$ cat src/rtl/mem_stage_pkg.sv
// Shared types and constants for the MEM-stage data-memory controller.
package mem_stage_pkg;

   // Access sequencer states; the encoding is visible on the debug port.
   typedef enum logic [1:0] {
      IDLE = 2'd0,
      WAIT = 2'd1,
      DONE = 2'd2
   } state_t;

   // Low address bits that must be zero for a word access.
   localparam logic [1:0] ALIGN_MASK = 2'b11;

   // WAIT cycles allowed without an acknowledge before a bus error is flagged.
   localparam int DEFAULT_TIMEOUT = 15;

endpackage

$ cat src/rtl/mem_access_stage_if.sv
// Data-memory bus between the MEM stage (master) and the memory (slave).
//
// Handshake: the master raises Mem_req together with Mem_we/Mem_addr/Mem_wdata
// and holds all four stable until the slave acknowledges. Mem_ack is a single
// cycle pulse; Mem_rdata is only meaningful in the cycle Mem_ack is high.
// The master drops Mem_req on the edge that samples Mem_ack. An ack while no
// request is outstanding is ignored.
interface mem_access_stage_if #(
   parameter int word = 32
);
   import mem_stage_pkg::*;

   logic            Mem_req;
   logic            Mem_we;
   logic [word-1:0] Mem_addr;
   logic [word-1:0] Mem_wdata;
   logic [word-1:0] Mem_rdata;
   logic            Mem_ack;

   modport master (
      output Mem_req, Mem_we, Mem_addr, Mem_wdata,
      input  Mem_rdata, Mem_ack
   );

   modport slave (
      input  Mem_req, Mem_we, Mem_addr, Mem_wdata,
      output Mem_rdata, Mem_ack
   );

endinterface

$ cat src/rtl/mem_access_stage.sv
// MEM-stage controller: runs loads/stores over a variable-latency req/ack bus,
// stalls the upstream pipeline while an access is outstanding, and feeds the
// MEM/WB register. Non-memory instructions pass through with no stall.
module mem_access_stage
   import mem_stage_pkg::*;
#(
   parameter int word    = 32,
   parameter int rwidth  = 5,
   parameter int TIMEOUT = DEFAULT_TIMEOUT
) (
   input  logic              Clock,
   input  logic              Reset_n,
   // from EX/MEM
   input  logic              MEM_MemRead,
   input  logic              MEM_MemWrite,
   input  logic              MEM_RegWrite_in,
   input  logic              MEM_MemtoReg_in,
   input  logic [word-1:0]   MEM_ALU_result_in,
   input  logic [word-1:0]   MEM_Write_data,
   input  logic [rwidth-1:0] MEM_MUX8_in,
   // data-memory bus
   mem_access_stage_if.master bus,
   // to the pipeline / MEM/WB
   output logic              Stall,
   output logic              MEM_RegWrite,
   output logic              MEM_MemtoReg,
   output logic [word-1:0]   MEM_ALU_result,
   output logic [rwidth-1:0] MEM_MUX8_out,
   output logic [word-1:0]   MEM_Data_memory_Read_data,
   output logic              Misalign,
   output logic              Bus_error,
   // debug view of the sequencer
   output state_t            dbg_state
);

   localparam int CW = (TIMEOUT < 2) ? 1 : $clog2(TIMEOUT);
   localparam logic [CW-1:0] CNT_LAST = CW'(TIMEOUT - 1);

   state_t          state_q, state_d;
   logic            req_q, req_d;
   logic            we_q, we_d;
   logic [word-1:0] addr_q, addr_d;
   logic [word-1:0] wdata_q, wdata_d;
   logic [word-1:0] rdata_q, rdata_d;
   logic [CW-1:0]   cnt_q, cnt_d;
   logic            berr_q, berr_d;

   logic mem_op;
   logic access;

   // Decode the request; a misaligned access is never sent to the bus.
   always_comb begin
      mem_op   = MEM_MemRead | MEM_MemWrite;
      Misalign = mem_op & ((MEM_ALU_result_in[1:0] & ALIGN_MASK) != 2'b00);
      access   = mem_op & ~Misalign;
   end

   // Next-state logic; DONE always returns to IDLE so one instruction is one access.
   always_comb begin
      state_d = state_q;
      req_d   = req_q;
      we_d    = we_q;
      addr_d  = addr_q;
      wdata_d = wdata_q;
      rdata_d = rdata_q;
      cnt_d   = cnt_q;
      berr_d  = berr_q;
      case (state_q)
         IDLE: begin
            if (access) begin
               state_d = WAIT;
               req_d   = 1'b1;
               we_d    = MEM_MemWrite;   // read+write together is a store
               addr_d  = MEM_ALU_result_in;
               wdata_d = MEM_Write_data;
               cnt_d   = '0;
            end
         end
         WAIT: begin
            if (bus.Mem_ack) begin
               req_d   = 1'b0;
               state_d = DONE;
               if (!we_q) rdata_d = bus.Mem_rdata;
            end else if (cnt_q == CNT_LAST) begin
               req_d   = 1'b0;
               berr_d  = 1'b1;
               rdata_d = '0;
               state_d = DONE;
            end else begin
               cnt_d = cnt_q + 1'b1;
            end
         end
         DONE: begin
            state_d = IDLE;
            berr_d  = 1'b0;
         end
         default: begin
            state_d = IDLE;
            req_d   = 1'b0;
            berr_d  = 1'b0;
         end
      endcase
   end

   // Sequencer and bus registers with synchronous active-low reset.
   always_ff @(posedge Clock) begin
      if (!Reset_n) begin
         state_q <= IDLE;
         req_q   <= 1'b0;
         we_q    <= 1'b0;
         addr_q  <= '0;
         wdata_q <= '0;
         rdata_q <= '0;
         cnt_q   <= '0;
         berr_q  <= 1'b0;
      end else begin
         state_q <= state_d;
         req_q   <= req_d;
         we_q    <= we_d;
         addr_q  <= addr_d;
         wdata_q <= wdata_d;
         rdata_q <= rdata_d;
         cnt_q   <= cnt_d;
         berr_q  <= berr_d;
      end
   end

   // Stall covers the issuing IDLE cycle and every WAIT cycle; write-back is
   // suppressed (a bubble) while stalled, on misalignment, and on bus error.
   always_comb begin
      Stall                     = (state_q == WAIT) | ((state_q == IDLE) & access);
      Bus_error                 = berr_q;
      MEM_RegWrite              = MEM_RegWrite_in & ~Stall & ~Misalign & ~berr_q;
      MEM_MemtoReg              = MEM_MemtoReg_in;
      MEM_ALU_result            = MEM_ALU_result_in;
      MEM_MUX8_out              = MEM_MUX8_in;
      MEM_Data_memory_Read_data = rdata_q;
      bus.Mem_req               = req_q;
      bus.Mem_we                = we_q;
      bus.Mem_addr              = addr_q;
      bus.Mem_wdata             = wdata_q;
      dbg_state                 = state_q;
   end

endmodule
$ cat src/flat_wrapper.sv
// flat-port wrapper written by rule: the top's interface ports become plain ports
module mem_access_stage_flat import mem_stage_pkg::*;
#(
   parameter int word    = 32,
   parameter int rwidth  = 5,
   parameter int TIMEOUT = DEFAULT_TIMEOUT
)
  (Clock, Reset_n, MEM_MemRead, MEM_MemWrite, MEM_RegWrite_in, MEM_MemtoReg_in, MEM_ALU_result_in, MEM_Write_data, MEM_MUX8_in, Stall, MEM_RegWrite, MEM_MemtoReg, MEM_ALU_result, MEM_MUX8_out, MEM_Data_memory_Read_data, Misalign, Bus_error, dbg_state, bus_Mem_req, bus_Mem_we, bus_Mem_addr, bus_Mem_wdata, bus_Mem_rdata, bus_Mem_ack);
  mem_access_stage_if #(.word(word)) bus_i ();
  input  logic Clock;
  input  logic Reset_n;
  input  logic MEM_MemRead;
  input  logic MEM_MemWrite;
  input  logic MEM_RegWrite_in;
  input  logic MEM_MemtoReg_in;
  input  logic [word-1:0] MEM_ALU_result_in;
  input  logic [word-1:0] MEM_Write_data;
  input  logic [rwidth-1:0] MEM_MUX8_in;
  output logic Stall;
  output logic MEM_RegWrite;
  output logic MEM_MemtoReg;
  output logic [word-1:0] MEM_ALU_result;
  output logic [rwidth-1:0] MEM_MUX8_out;
  output logic [word-1:0] MEM_Data_memory_Read_data;
  output logic Misalign;
  output logic Bus_error;
  output state_t dbg_state;
  output wire logic [$bits(bus_i.Mem_req)-1:0] bus_Mem_req;
  output wire logic [$bits(bus_i.Mem_we)-1:0] bus_Mem_we;
  output wire logic [$bits(bus_i.Mem_addr)-1:0] bus_Mem_addr;
  output wire logic [$bits(bus_i.Mem_wdata)-1:0] bus_Mem_wdata;
  input wire logic [$bits(bus_i.Mem_rdata)-1:0] bus_Mem_rdata;
  input wire logic [$bits(bus_i.Mem_ack)-1:0] bus_Mem_ack;
  assign bus_Mem_req = bus_i.Mem_req;
  assign bus_Mem_we = bus_i.Mem_we;
  assign bus_Mem_addr = bus_i.Mem_addr;
  assign bus_Mem_wdata = bus_i.Mem_wdata;
  assign bus_i.Mem_rdata = bus_Mem_rdata;
  assign bus_i.Mem_ack = bus_Mem_ack;
  mem_access_stage #(.word(word), .rwidth(rwidth), .TIMEOUT(TIMEOUT)) u_core (.Clock(Clock), .Reset_n(Reset_n), .MEM_MemRead(MEM_MemRead), .MEM_MemWrite(MEM_MemWrite), .MEM_RegWrite_in(MEM_RegWrite_in), .MEM_MemtoReg_in(MEM_MemtoReg_in), .MEM_ALU_result_in(MEM_ALU_result_in), .MEM_Write_data(MEM_Write_data), .MEM_MUX8_in(MEM_MUX8_in), .bus(bus_i), .Stall(Stall), .MEM_RegWrite(MEM_RegWrite), .MEM_MemtoReg(MEM_MemtoReg), .MEM_ALU_result(MEM_ALU_result), .MEM_MUX8_out(MEM_MUX8_out), .MEM_Data_memory_Read_data(MEM_Data_memory_Read_data), .Misalign(Misalign), .Bus_error(Bus_error), .dbg_state(dbg_state));
endmodule
$ cat config.mk
export PLATFORM = sky130hd
export DESIGN_NAME = mem_access_stage_flat
export DESIGN_NICKNAME = d
export VERILOG_FILES = /design/src/rtl/mem_stage_pkg.sv /design/src/rtl/mem_access_stage_if.sv /design/src/rtl/mem_access_stage.sv /design/src/flat_wrapper.sv
export SDC_FILE = /design/constraint.sdc
export NUM_CORES = 1
export LEC_CHECK = 0
export BUFFER_PORTS_ARGS = -buffer_cell sky130_fd_sc_hd__clkbuf_2
export CORE_UTILIZATION = 48
export DETAILED_ROUTE_END_ITERATION = 8
export PLACE_DENSITY_LB_ADDON = 0.08
export SETUP_SLACK_MARGIN = 0.5
export SYNTH_ARGS = -nofsm -noshare
export SYNTH_HDL_FRONTEND = slang
export SYNTH_SLANG_ARGS = --single-unit
$ cat constraint.sdc
create_clock -name Clock -period 3.09 [get_ports Clock]
set_input_delay 0.309 -clock Clock [delete_from_list [all_inputs] [get_ports Clock]]
set_output_delay 0.309 -clock Clock [all_outputs]
set_load 0.03 [all_outputs]
=== After elaboration in Yosys (flattened, before gate mapping) ===
Cells that the tools add are included.

* Equal/unequal tests: 9
* $add $sub $neg: 1
* Reductions and logical operators: 10
* Bitwise logic cells: 13
* Multiplexer cells: 18

{| class="wikitable"
|+ Operators with widths
! cell !! count
|-
| 32-bit two-way mux || 3
|-
| 4-bit two-way mux || 3
|-
| 3-bit AND reduction || 3
|-
| 4-bit one-hot mux with 2 select lines || 1
|-
| 1-bit AND || 6
|-
| 2-bit two-way mux || 3
|-
| 2-bit inequality test, second input constant || 3
|-
| 2-bit nonzero test || 3
|-
| 1-bit two-way mux || 5
|-
| 1-bit inverter || 5
|-
| 4-bit by 1-bit adder with 4-bit output, second input constant || 1
|-
| 4-bit == test, second input constant || 1
|-
| 2-bit by 1-bit inequality test with 1-bit output, second input constant || 2
|-
| 2-bit one-hot mux with 2 select lines || 1
|-
| 2-bit AND reduction || 2
|-
| 4-bit AND reduction || 1
|-
| 3-bit by 2-bit inequality test with 1-bit output, second input constant || 1
|-
| 1-bit one-hot mux with 3 select lines || 1
|-
| 2-bit by 1-bit == test with 1-bit output, second input constant || 1
|-
| 2-bit == test, second input constant || 1
|-
| 2-bit zero test || 1
|-
| 1-bit OR || 2
|-
| 1-bit one-hot mux with 2 select lines || 1
|}

* Bits of input ports: 108
* Register bits: 105
* Output and inout bits: 142
* Logic and storage cells: 59

=== Longest topological paths before layout ===
* Depth in word-level cells: 10
* Mapped depth: 6
* Gate-level depth less buffers: 5

=== Least setup slack after synthesis ===
No wires, ideal clock.

* Path type: reg2out
* From: register u_core.state_q[1] (netlist: u_core.dbg_state[1])
* To: output port MEM_RegWrite
* Stages on the path, launching flop included: 5
* Arrival time: 2.276 ns
* Buffers on the path: 1
* Required time: 2.781 ns
* Path slack: 0.505 ns
* Cells stage by stage: dfxtp_1 nor4_1 buf_2 a21o_1 nor4b_1

* Cells in the longest elaborated chain, start to end: 7
* Elaborated cells between the ends (all ways): 8
* Classes of those cells: 1 x eq/ne; 6 x bitwise; 1 x reduce/logical

{| class="wikitable"
|+ Ends and longest elaborated chain
! item !! line !! text
|-
| start: declaration || mem_access_stage.sv:39 || <nowiki>state_t state_q, state_d;</nowiki>
|-
| start signal: assignment || mem_access_stage.sv:117 || <nowiki>state_q <= state_d;</nowiki>
|-
| 2-bit zero test || mem_access_stage.sv:131 || <nowiki>Stall = (state_q == WAIT) | ((state_q == IDLE) & access);</nowiki>
|-
| 1-bit AND || mem_access_stage.sv:131 ||
|-
| 1-bit OR * || mem_access_stage.sv:131 ||
|-
| via Stall || flat_wrapper.sv:19 || <nowiki>output logic Stall;</nowiki>
|-
| 1-bit inverter * || mem_access_stage.sv:133 || <nowiki>MEM_RegWrite = MEM_RegWrite_in & ~Stall & ~Misalign & ~berr_q;</nowiki>
|-
| 1-bit AND * (3 in series) || mem_access_stage.sv:133 ||
|-
| end: declaration || flat_wrapper.sv:20 || <nowiki>output logic MEM_RegWrite;</nowiki>
|}

The timed path passes the listed nets; every way through them passes the cells marked *.

=== Final worst setup path ===
* From: register u_core.state_q[1] (netlist: u_core.dbg_state[1])
* To: register u_core.wdata_q[12] (netlist: u_core.bus.Mem_wdata[12])

* Cells in the longest elaborated chain, start to end: 2

{| class="wikitable"
|+ Ends and longest elaborated chain
! item !! line !! text
|-
| 2-bit zero test || mem_access_stage.sv:68 || <nowiki>case (state_q)</nowiki>
|-
| 2-bit AND reduction (no source line) || -- ||
|-
| end signal: assignment || mem_access_stage.sv:121 || <nowiki>wdata_q <= wdata_d;</nowiki>
|-
| end: declaration || mem_access_stage.sv:43 || <nowiki>logic [word-1:0] wdata_q, wdata_d;</nowiki>
|}

No other way between the ends.
A chain may end at the register's enable or synchronous reset.

==> qor.txt <==
ROUTE
-------------------------------------------------------------------------------------
Ratio of routed vias to standard cells                                           5.32
Remaining DRCs                                                                      0
Detailed Route Iter0 Violations                                                   181
Initial DRT Pass Iterations                                                         4
Routed wire per std cell                                                      15.1 um
Routed WL                                                                   12,600 um
Antenna-violating nets left                                                         0
Routed vias                                                                     4,419

FINISH
-------------------------------------------------------------------------------------
Most used cells in the layout excluding fill and tap cells               sky130_fd_sc_hd__clkbuf_2 (237), sky130_fd_sc_hd__dfxtp_1 (105), sky130_fd_sc_hd__a21boi_0 (74)
Fraction of final layout cells sized beyond drive strength 1                    38.1%
Most common cell after layout, fill and taps aside                       sky130_fd_sc_hd__clkbuf_2
Number of nets at the end of the flow                                             806
Post-route cell area                                                        5760 um^2
Filler cell count                                                                 853
Sequential Area                                                             2100 um^2
Ant. Diodes                                                                         0
Area grow syn2layout                                                            24.8%
Area used by multi-input combinational logic                                2030 um^2

RUN
-------------------------------------------------------------------------------------
# Max-Cap Violations                                                                0

POWER
-------------------------------------------------------------------------------------
Switch share                                                                    28.8%
Fraction of power consumed by sequential logic                                  51.9%
Highest ir drop seen on vdd                                                  0.314 mV
Share of total power in the clock network                                       30.8%
Total power per unit cell area                                            476 nW/um^2
Total chip power                                                            0.00274 W
Internal portion of total power                                             0.00195 W
Leakage component of the power                                                2.48 nW
Sw Pwr                                                                     0.000791 W
Share of total power in combinational logic                                     17.3%

FLOORPLANNING
-------------------------------------------------------------------------------------
Area of the core                                                            9280 um^2
I/O Pins                                                                          250
Initial core utilization                                                        49.7%
Vertical extent of the die                                                     100 um
Total number of placement rows                                                     35
Die width                                                                      100 um
Full die area                                                             10,000 um^2

CLOCK NETWORK
-------------------------------------------------------------------------------------
Master cell of the clock root buffer                                     sky130_fd_sc_hd__clkbuf_8
Clock-pin slew of the registers on the worst-case setup and hold paths         100 ps
Number of buffers inserted during clock tree synthesis                              9
Count of hold-fix buffers inserted at cts                                           0
H-Tree Level Count                                                                  3
Setup Fix Bufs, Post-CTS                                                            0
Clock Tree Buf Depth                                                                2
CTS tree                                                                         done
Num Clock Sinks                                                                   105
Clock latency at the later pin of the worst-skew pair                          350 ps
Post-cts gate resize count                                                          0

LOGIC SYNTHESIS
-------------------------------------------------------------------------------------
Area of the mapped netlist                                                  4620 um^2
Number of synthesized register bits                                               105
Ys async rst share                                                                 0%
Number of distinct library cells after synthesis                                   32
Dominant synthesized flop cell                                           sky130_fd_sc_hd__dfxtp_1
Ys Warns                                                                            0
Cells after synthesis                                                             529
Sequential cell area fraction in the yosys report                               45.5%
Count of flip-flops with a built-in enable after synthesis                          0
Number of nets produced by synthesis                                              639
Post-Syn Area per Cell                                                      8.73 um^2

SETUP PATH
-------------------------------------------------------------------------------------
Largest driver fanout on the critical path                                         33
Startpoint class of the critical path                                            flop
Required @ worst endpoint                                                     3330 ps
CP max stage delay                                                            1030 ps
Worst Path Class, Setup                                                  flop to flop
Critical Path Sink Type                                                          flop
Worst-path cell with the longest stage delay                             sky130_fd_sc_hd__or4_2
Critical path data arrival time                                               2470 ps
Cell-by-cell trace of the critical path                                  or4_2 > buf_4 > o21ai_0 > a21boi_1

TIMING
-------------------------------------------------------------------------------------
Normalized max-slew margin                                                      49.3%
Unrepaired setup endpoints after global routing                                 false
Worst-Margin Slew                                                              756 ps
Maximum frequency from static timing analysis                                 448 MHz
Setup Viol. Count Final                                                             0
Final hold violation count                                                          0
Post-route minimum period                                                     2230 ps
Final slew viol count                                                               0
Largest clock skew in the final design                                        9.50 ps
Final worst-path cycle share                                                    72.2%
Sum of negative setup slack                                                      0 ps

PLACED DESIGN
-------------------------------------------------------------------------------------
Standard cell area after detailed placement                                 5560 um^2
Final HPWL from detailed placement                                            8780 um
Final weighted congestion of routability-driven global placement                0.743
Number of port buffers                                                            237

GLOBAL ROUTING
-------------------------------------------------------------------------------------
Wire length of the first global-routing pass                                20,200 um
Global-route usage over all layers                                              25.0%
Final global-route overflow total                                                   0
Antenna violations before repair                                                    0
Via count of the first global-routing pass                                      4,234
Pin count of the biggest net entering global routing                               66

OUTCOME
-------------------------------------------------------------------------------------
Outcome                                                                  finished clean

WORST HOLD PATH
-------------------------------------------------------------------------------------
Worst Hold Class                                                         input pin to flop

cell families after synthesis:
| group | count (synthesis) | synth area share, % |
|---|---|---|
| muxes | 2 | 0.434 |
| buffers and inverters | 94 | 11.2 |
| adders and majority gates | 2 | 0.542 |
| AOI/OAI and AO/OA | 200 | 28.8 |
| DFF | 105 | 45.5 |
| and+or+nand+nor | 126 | 13.5 |
power by group through the flow:
stage | registers, W | logic, W | clock network (W)
final | 0.00143 | 0.000474 | 0.000845
after global routing | 0.00143 | 0.000511 | 0.000925
after CTS | 0.00143 | 0.000475 | 0.000872
after global placement | 0.00145 | 0.000470 | 0
after floorplan | 0.00155 | 0.000248 | 0
after detailed placement | 0.00146 | 0.000474 | 0
cells in the mapped netlist (2+ instances only):
| master | n | area, um^2 |
|---|---|---|
| sky130_fd_sc_hd__nand2_1 | 39 | 146 |
| sky130_fd_sc_hd__buf_2 | 6 | 30.0 |
| sky130_fd_sc_hd__and2_1 | 2 | 12.5 |
| sky130_fd_sc_hd__and3_1 | 3 | 18.8 |
| sky130_fd_sc_hd__o22ai_1 | 2 | 12.5 |
| sky130_fd_sc_hd__a21oi_1 | 2 | 10.0 |
| sky130_fd_sc_hd__inv_1 | 3 | 11.3 |
| sky130_fd_sc_hd__dfxtp_1 | 105 | 2100 |
| sky130_fd_sc_hd__a21boi_0 | 74 | 556 |
| sky130_fd_sc_hd__a21boi_1 | 21 | 158 |
| sky130_fd_sc_hd__clkbuf_1 | 43 | 161 |
| sky130_fd_sc_hd__mux2i_1 | 2 | 20.0 |
| sky130_fd_sc_hd__nand3_1 | 64 | 320 |
| sky130_fd_sc_hd__o21ai_0 | 66 | 330 |
| sky130_fd_sc_hd__ha_1 | 2 | 25.0 |
| sky130_fd_sc_hd__o211ai_1 | 32 | 240 |
| sky130_fd_sc_hd__buf_4 | 42 | 315 |
| sky130_fd_sc_hd__nor2_1 | 6 | 22.5 |
| sky130_fd_sc_hd__nor4bb_1 | 2 | 20.0 |
final timing paths:
kind / startpoint / endpoint / slack [ps] / depth (start not counted)
setup / recovery: u_core.dbg_state[1]$_SDFFE_PN0P_ / u_core.bus.Mem_wdata[12]$_SDFFE_PN0P_ / 860 / 4
hold / removal: bus_Mem_rdata[28] / u_core.MEM_Data_memory_Read_data[28]$_SDFFE_PN0P_ / 170 / 3
setup reg to reg: u_core.dbg_state[1]$_SDFFE_PN0P_ / u_core.bus.Mem_wdata[12]$_SDFFE_PN0P_ / 860 / 4
hold reg to reg: u_core.bus.Mem_wdata[7]$_SDFFE_PN0P_ / u_core.bus.Mem_wdata[7]$_SDFFE_PN0P_ / 480 / 2
cell type report:
| type | instances | area share (%) |
|---|---|---|
| well taps | 129 | 2.80 |
| flip-flops and latches | 105 | 36.5 |
| clock buffers | 12 | 2.52 |
| multi-input cells | 330 | 35.2 |
| clock inverters | 4 | 0.912 |
| repair buffers | 247 | 21.9 |
| inverters | 3 | 0.195 |
critical path, delay by kind of cell (launching register included):
kind	cells	cell delay [ps]
buffers and inverters	1	360
AO/OA/AOI/OAI	2	290
flip-flops	1	420
AND/OR/NAND/NOR	1	1030
routing by layer:
layer / wire length, um / part of all wire (%) / global-route usage (%)
met5: 0 / 0 / 0
met4: 242 / 1.9 / 8.03
met3: 947 / 7.5 / 7.03
met2: 6180 / 49 / 42.6
met1: 5200 / 41 / 30.5
state kept, by name, summed over array words and instances (netlist names):
register and flops:
u_core.dbg_state 2, u_core.bus.Mem_we 1, u_core.bus.Mem_wdata 32, u_core.bus.Mem_req 1
u_core.cnt_q 4, u_core.MEM_Data_memory_Read_data 32, u_core.Bus_error 1, u_core.bus.Mem_addr 32
metrics by stage:
stage	util, %	setup slack (ps)	hold WS, ps	cells
5_1_grt	62.1	732	154	830
4_1_cts	62.1	886	148	830
3_3_place_gp	59.9	974	459	814
2_1_floorplan	-	505	444	529
6_report	62.1	858	167	830
3_5_place_dp	59.9	892	469	814
No activity file was read; power rests on OpenSTA's default activity.
